`src/rtl/hazard_scoreboard_if.sv`:
```
// hazard_scoreboard_if: D-stage descriptor bus into the hazard scoreboard, and the stall/forward/busy results back out.
interface hazard_scoreboard_if #(
  parameter int STAGES = 4,
  parameter int ADDR_W = 7,
  parameter int T_W    = 4
);
  localparam int SEL_W = $clog2(STAGES + 1);
  logic              d_valid;
  logic [T_W-1:0]    d_tuse1;
  logic [T_W-1:0]    d_tuse2;
  logic [ADDR_W-1:0] d_ause1;
  logic [ADDR_W-1:0] d_ause2;
  logic [T_W-1:0]    d_tnew;
  logic [ADDR_W-1:0] d_anew;
  logic              d_md_start;
  logic              d_md_div;
  logic              d_md_use;
  logic              stall;
  logic [SEL_W-1:0]  fwd_sel1;
  logic [SEL_W-1:0]  fwd_sel2;
  logic              md_busy;
  modport master (
    output d_valid, d_tuse1, d_tuse2, d_ause1, d_ause2, d_tnew, d_anew,
           d_md_start, d_md_div, d_md_use,
    input  stall, fwd_sel1, fwd_sel2, md_busy
  );
  modport slave (
    input  d_valid, d_tuse1, d_tuse2, d_ause1, d_ause2, d_tnew, d_anew,
           d_md_start, d_md_div, d_md_use,
    output stall, fwd_sel1, fwd_sel2, md_busy
  );
endinterface

```
`src/rtl/hazard_scoreboard.sv`:
```
// hazard_scoreboard: Tuse/Tnew stall + forwarding controller with mult/div busy interlock.
// Define HAZ_FWD_EN to enable forwarding; otherwise any in-flight producer before W stalls.
module hazard_scoreboard #(
  parameter int STAGES      = 4,
  parameter int ADDR_W      = 7,
  parameter int T_W         = 4,
  parameter int MULT_CYCLES = 5,
  parameter int DIV_CYCLES  = 10
) (
  input logic clk,
  input logic rst_n,
  hazard_scoreboard_if.slave bus
);
  localparam int SEL_W   = $clog2(STAGES + 1);
  localparam int CNT_MAX = DIV_CYCLES > MULT_CYCLES ? DIV_CYCLES : MULT_CYCLES;
  localparam int CNT_W   = $clog2(CNT_MAX + 1);

  logic [STAGES-1:0] vld_q;
  logic [ADDR_W-1:0] tag_q  [STAGES];
  logic [T_W-1:0]    tnew_q [STAGES];
  logic [CNT_W-1:0]  cnt_q, cnt_d;
  logic [ADDR_W-1:0] ause [2];
  logic [1:0]        haz;
  logic [SEL_W-1:0]  sel [2];
  logic              md_busy, issue;

  function automatic logic [T_W-1:0] dec_sat(input logic [T_W-1:0] t);
    return t == '0 ? t : t - 1'b1;
  endfunction

  assign ause[0] = bus.d_ause1;
  assign ause[1] = bus.d_ause2;

  // Scan oldest to youngest so the youngest matching producer has the last word.
  always_comb begin
    haz    = '0;
    sel[0] = '0;
    sel[1] = '0;
    for (int s = 0; s < 2; s++)
      for (int k = STAGES - 1; k >= 0; k--)
`ifdef HAZ_FWD_EN
        if (vld_q[k] && tag_q[k] == ause[s] && ause[s] != '0) begin
          haz[s] = tnew_q[k] > (s == 0 ? bus.d_tuse1 : bus.d_tuse2);
          sel[s] = tnew_q[k] == '0 ? SEL_W'(k + 1) : '0;
        end
`else
        if (k < STAGES - 1 && vld_q[k] && tag_q[k] == ause[s] && ause[s] != '0)
          haz[s] = 1'b1;
`endif
  end

  assign md_busy      = cnt_q != '0;
  assign bus.stall    = bus.d_valid & ((|haz) | (bus.d_md_use & md_busy));
  assign bus.fwd_sel1 = sel[0];
  assign bus.fwd_sel2 = sel[1];
  assign bus.md_busy  = md_busy;
  assign issue        = bus.d_valid & ~bus.stall;

  assign cnt_d = (issue && bus.d_md_start) ? (bus.d_md_div ? CNT_W'(DIV_CYCLES) : CNT_W'(MULT_CYCLES))
               : md_busy ? cnt_q - 1'b1 : cnt_q;

  always_ff @(posedge clk or negedge rst_n)
    if (!rst_n) begin
      vld_q <= '0;
      for (int k = 0; k < STAGES; k++) begin
        tag_q[k]  <= '0;
        tnew_q[k] <= '0;
      end
      cnt_q <= '0;
    end else begin
      for (int k = STAGES - 1; k > 0; k--) begin
        vld_q[k]  <= vld_q[k-1];
        tag_q[k]  <= tag_q[k-1];
        tnew_q[k] <= dec_sat(tnew_q[k-1]);
      end
      vld_q[0]  <= issue & (bus.d_anew != '0);
      tag_q[0]  <= bus.d_anew;
      tnew_q[0] <= dec_sat(bus.d_tnew);
      cnt_q     <= cnt_d;
    end
endmodule
```
`src/flat_wrapper.sv`:
```
// flat-port wrapper written by rule: the top's interface ports become plain ports
module hazard_scoreboard_flat 
#(
  parameter int STAGES      = 4,
  parameter int ADDR_W      = 7,
  parameter int T_W         = 4,
  parameter int MULT_CYCLES = 5,
  parameter int DIV_CYCLES  = 10
)
  (clk, rst_n, bus_d_valid, bus_d_tuse1, bus_d_tuse2, bus_d_ause1, bus_d_ause2, bus_d_tnew, bus_d_anew, bus_d_md_start, bus_d_md_div, bus_d_md_use, bus_stall, bus_fwd_sel1, bus_fwd_sel2, bus_md_busy);
  hazard_scoreboard_if #(.STAGES(STAGES), .ADDR_W(ADDR_W), .T_W(T_W)) bus_i ();
  input logic clk;
  input logic rst_n;
  input wire logic [$bits(bus_i.d_valid)-1:0] bus_d_valid;
  input wire logic [$bits(bus_i.d_tuse1)-1:0] bus_d_tuse1;
  input wire logic [$bits(bus_i.d_tuse2)-1:0] bus_d_tuse2;
  input wire logic [$bits(bus_i.d_ause1)-1:0] bus_d_ause1;
  input wire logic [$bits(bus_i.d_ause2)-1:0] bus_d_ause2;
  input wire logic [$bits(bus_i.d_tnew)-1:0] bus_d_tnew;
  input wire logic [$bits(bus_i.d_anew)-1:0] bus_d_anew;
  input wire logic [$bits(bus_i.d_md_start)-1:0] bus_d_md_start;
  input wire logic [$bits(bus_i.d_md_div)-1:0] bus_d_md_div;
  input wire logic [$bits(bus_i.d_md_use)-1:0] bus_d_md_use;
  output wire logic [$bits(bus_i.stall)-1:0] bus_stall;
  output wire logic [$bits(bus_i.fwd_sel1)-1:0] bus_fwd_sel1;
  output wire logic [$bits(bus_i.fwd_sel2)-1:0] bus_fwd_sel2;
  output wire logic [$bits(bus_i.md_busy)-1:0] bus_md_busy;
  assign bus_i.d_valid = bus_d_valid;
  assign bus_i.d_tuse1 = bus_d_tuse1;
  assign bus_i.d_tuse2 = bus_d_tuse2;
  assign bus_i.d_ause1 = bus_d_ause1;
  assign bus_i.d_ause2 = bus_d_ause2;
  assign bus_i.d_tnew = bus_d_tnew;
  assign bus_i.d_anew = bus_d_anew;
  assign bus_i.d_md_start = bus_d_md_start;
  assign bus_i.d_md_div = bus_d_md_div;
  assign bus_i.d_md_use = bus_d_md_use;
  assign bus_stall = bus_i.stall;
  assign bus_fwd_sel1 = bus_i.fwd_sel1;
  assign bus_fwd_sel2 = bus_i.fwd_sel2;
  assign bus_md_busy = bus_i.md_busy;
  hazard_scoreboard #(.STAGES(STAGES), .ADDR_W(ADDR_W), .T_W(T_W), .MULT_CYCLES(MULT_CYCLES), .DIV_CYCLES(DIV_CYCLES)) u_core (.clk(clk), .rst_n(rst_n), .bus(bus_i));
endmodule
```
`config.mk`:
```
export PLATFORM = sky130hd
export DESIGN_NAME = hazard_scoreboard_flat
export DESIGN_NICKNAME = d
export VERILOG_FILES = /design/src/rtl/hazard_scoreboard_if.sv /design/src/rtl/hazard_scoreboard.sv /design/src/flat_wrapper.sv
export SDC_FILE = /design/constraint.sdc
export NUM_CORES = 1
export LEC_CHECK = 0
export CORE_ASPECT_RATIO = 1.4
export CORE_UTILIZATION = 49
export CTS_CLUSTER_DIAMETER = 40
export DETAILED_ROUTE_END_ITERATION = 8
export GPL_ROUTABILITY_DRIVEN = 0
export PLACE_DENSITY = 0.8
export SYNTH_ARGS = -nofsm -noshare
export SYNTH_HDL_FRONTEND = slang
export SYNTH_SLANG_ARGS = --single-unit
```
`constraint.sdc`:
```
create_clock -name clk -period 5.45 [get_ports clk]
set_clock_uncertainty 0.05 [all_clocks]
set_input_delay 1.09 -clock clk [delete_from_list [all_inputs] [get_ports clk]]
set_output_delay 1.09 -clock clk [all_outputs]
set_load 0.05 [all_outputs]
```
==> out/qor_table.md <==
| Metric | Value |
| --- | --- |
| Status | complete, no violations |
| Worst Setup Start Kind | input port |
| ANT cells | 0 |
| Via Count | 1047 |
| Hold wc startpoint | u_core.vld_q[1]$_DFF_PN0_ |
| Post-synthesis cell count | 130 |
| Slowest cell on the critical path | sky130_fd_sc_hd__clkdlybuf4s50_1 |
| Net count, final | 203 |
| Reg-to-Reg End | u_core.cnt_q[3]$_DFFE_PN0P_ |
| Required time at the worst-slack endpoint | 4.31 ns |
| Clock slew seen by the registers of the worst setup and hold paths | 0.08 ns |
| Final-layout setup total negative slack | 0 ns |
| Overall track demand over capacity in global routing | 20.17% |
| Leftover overflow at the end of global routing | 0 |
| Master cell of the clock root buffer | sky130_fd_sc_hd__clkbuf_8 |
| Power density cells | 299.9 mW/mm^2 |
| Post-route ant nets | 0 |
| CTS Sinks | 28 |
| Maximum number of pins on one net before global-route repair | 29 |
| First element of the critical path | bus_d_ause1[5] |
| Launch instance of the worst register-to-register path | u_core.cnt_q[0]$_DFFE_PN0P_ |
| Sequential share of the synthesized area | 46.82% |
| Synthesized area per cell | 11.51 um^2 |
| Average vias per placed instance | 5.288 |
| Global-route wire length before repair | 4816 um |
| Worst Hold Path EP | u_core.vld_q[2]$_DFF_PN0_ |
| DRC | 0 |
| # IOs | 47 |
| Worst min path class | flop to flop |
| I/O Buffers | 28 |
| VDD IR max | 0.2595 mV |
| CP Cell Sequence | clkdlybuf4s50_1 -> xor2_1 -> nor4_1 -> nand3_1 -> nand4_1 -> and2_1 -> clkdlybuf4s50_1 |
| Setup repair after global routing missed its margin | false |
| Final hold violation count | 0 |
| Maxcap violations | 0 |
| Cells on worst reg2reg path | 7 |
| Number of pins exceeding their max-slew limit in the final report | 0 |
| Total routed wirelength | 2953 um |
| Clock buffers created by TritonCTS | 3 |
| Cells on Worst Hold Path | 0 |
| Placed Instance Area | 0.001793 mm^2 |
| Data arrival time of the critical path | 3.49 ns |
| Number of flip-flops and latches in the synthesized netlist | 28 |
| Slew @ Worst Pin | 0.4984 ns |
| Number of post-CTS setup repair buffers | 0 |
| Area delta synth->final | 23.49% |
| Pre-antenna DRT Iters | 4 |
| Horizontal extent of the die | 48.71 um |
| Share of layout cells above drive strength 1 | 6.211% |
| Min cycle time layout | 4.630 ns |
| Remaining max-slew budget at the tightest pin | 66.67% |
| Count of hold buffers inserted by post-cts repair | 0 |
| Maximum fanout along the worst path | 4 |
| Placeable core area | 0.002878 mm^2 |
| Fill cell instance count of the final layout | 228 |
| Initial DRC count | 13 |
| Cell leakage power | 0.7167 nW |
| Kind of critical path | input port to output pin |
| Setup violation total in the final timing report | 0 |
| Power consumption | 0.0005542 W |
| Sequential cell area | 700.7 um^2 |
| Die Y | 67.39 um |
| Cell area after synthesis | 0.001496 mm^2 |
| Die Area | 0.003282 mm^2 |
| HPWL after DPL | 2368 um |
| Crit path largest cell delay | 0.80 ns |
| Quantity of gates resized following cts | 0 |
| Design Area, Final | 0.001848 mm^2 |
| Clock Latency Late Sink | 0.27 ns |
| Routed length per placed instance | 14.91 um |
| Vias in the first global route | 1094 |
| Cell variety after synth | 28 |
| Worst Setup End Kind | output pin |
| Count of standard-cell rows | 23 |
| Setup slack of the most critical reg-to-reg path | 3.32 ns |
| Highest achievable clock rate | 216.0 MHz |
| Most common cell on crit path | sky130_fd_sc_hd__clkdlybuf4s50_1 |
| Ys Warns | 0 |
| Clock tree from TritonCTS | done |
| Area of combinational cells with multiple inputs | 750.7 um^2 |
| Worst-case clock buffer depth | 2 |
| Starting Density | 52.00% |
| Initial antenna violation count | 0 |
| Part of the cycle the worst path needs | 84.95% |
| CTS H-tree depth | 1 |
## state kept, by name, indices dropped and copies added (netlist names)
name,cells
u_core.tag_q,21
u_core.cnt_q,4
u_core.vld_q,3
## kinds of logic after synthesis
group / Yosys count / synth area share, %
AND/OR/NAND/NOR: 37 / 15.22
flip-flops: 28 / 46.82
other: 1 / 0.2506
buffers and inverters: 9 / 4.264
XOR/XNOR: 44 / 25.75
multiplexers: 4 / 2.843
adder cells (fa/ha/maj): 2 / 1.672
AO/OA/AOI/OAI: 5 / 3.177
## stage by stage
stage | utilization [%] | hold slack (ns) | worst slack [ns] | cells
6_report | 64.22 | 0.3609 | 0.8200 | 198
5_1_grt | 64.22 | 0.3720 | 0.6878 | 198
3_3_place_gp | 62.30 | 0.3395 | 0.9222 | 194
2_1_floorplan | - | 0.3232 | 2.098 | 135
3_5_place_dp | 62.30 | 0.3465 | 0.8326 | 194
4_1_cts | 64.22 | 0.3666 | 0.8140 | 198
## Yosys cell counts, drive strengths merged
cell   number  area (um^2)
xnor2      37        324.1
dfrtp      28        700.7
nand4      12        90.09
buf         7        56.30
nor2        7        26.28
xor2        7        61.31
nand2       5        26.27
nor3        4        20.02
nor4        3        18.77
ha          2        25.02
inv         2        7.510
mux2        2        22.52
mux2i       2        20.02
a21o        1        7.510
a21oi       1        5.000
and2        1        6.260
and3        1        11.26
conb        1        3.750
nand3       1        5.000
o21ai       1        5.000
o31ai       1        21.27
o41ai       1        8.760
or3         1        7.510
or3b        1        8.760
or4         1        7.510
## layer usage
layer | GRT usage [%] | vias to the layer above | wire length [um]
met5 | 0 | - | 0
met4 | 15.44 | 0 | 132
met3 | 1.351 | 15 | 92
met2 | 35.42 | 38 | 1550
met1 | 23.15 | 501 | 1178
li1 | - | 493 | -
## cell type report
cell class,instances,area share [%]
Clock buffer,4,2.979
Tap cell,37,2.505
Sequential cell,28,37.91
Timing Repair Buffer,29,15.57
Multi-Input combinational cell,98,40.62
Inverter,2,0.4062
## layout by cell type (no fill, tap or decap), drive strengths merged
cell type and count:
xnor2 37, clkdlybuf4s50 28, dfrtp 28, nand4 12, nor2 7, xor2 7
conb 6, nand2 5, nor3 4, clkbuf 4, nor4 3, inv 2
mux2 2, mux2i 2, ha 2, or3b 1, o31ai 1, o21ai 1
nand3 1, and2 1, or4 1, o41ai 1, a21oi 1, and3 1
or3 1, a21o 1, buf 1
## worst max-delay path by stage
stage / slack [ns] / cells after the start / end
after floorplan: 2.10 / 5 / bus_stall
after global placement: 0.92 / 7 / bus_stall
after detailed placement: 0.83 / 7 / bus_stall
after CTS: 0.81 / 7 / bus_stall
after global routing: 0.69 / 7 / bus_stall
final: 0.82 / 7 / bus_stall
## power breakdown
part	switching, W	leakage [nW]	internal [W]
sequential	0.0000232	0.331	0.000235
clock	0.0000608	0.0288	0.0000647
combinational	0.0000868	0.357	0.0000839
total	0.000171	0.717	0.000383
## worst max-delay path: cells and delay by family
family | cells | cell delay [ns]
buffers and inverters | 2 | 1.31
xor gates and xnor gates | 1 | 0.21
and+or+nand+nor | 4 | 0.87
Note: power is estimated with default switching activity, not from simulation.
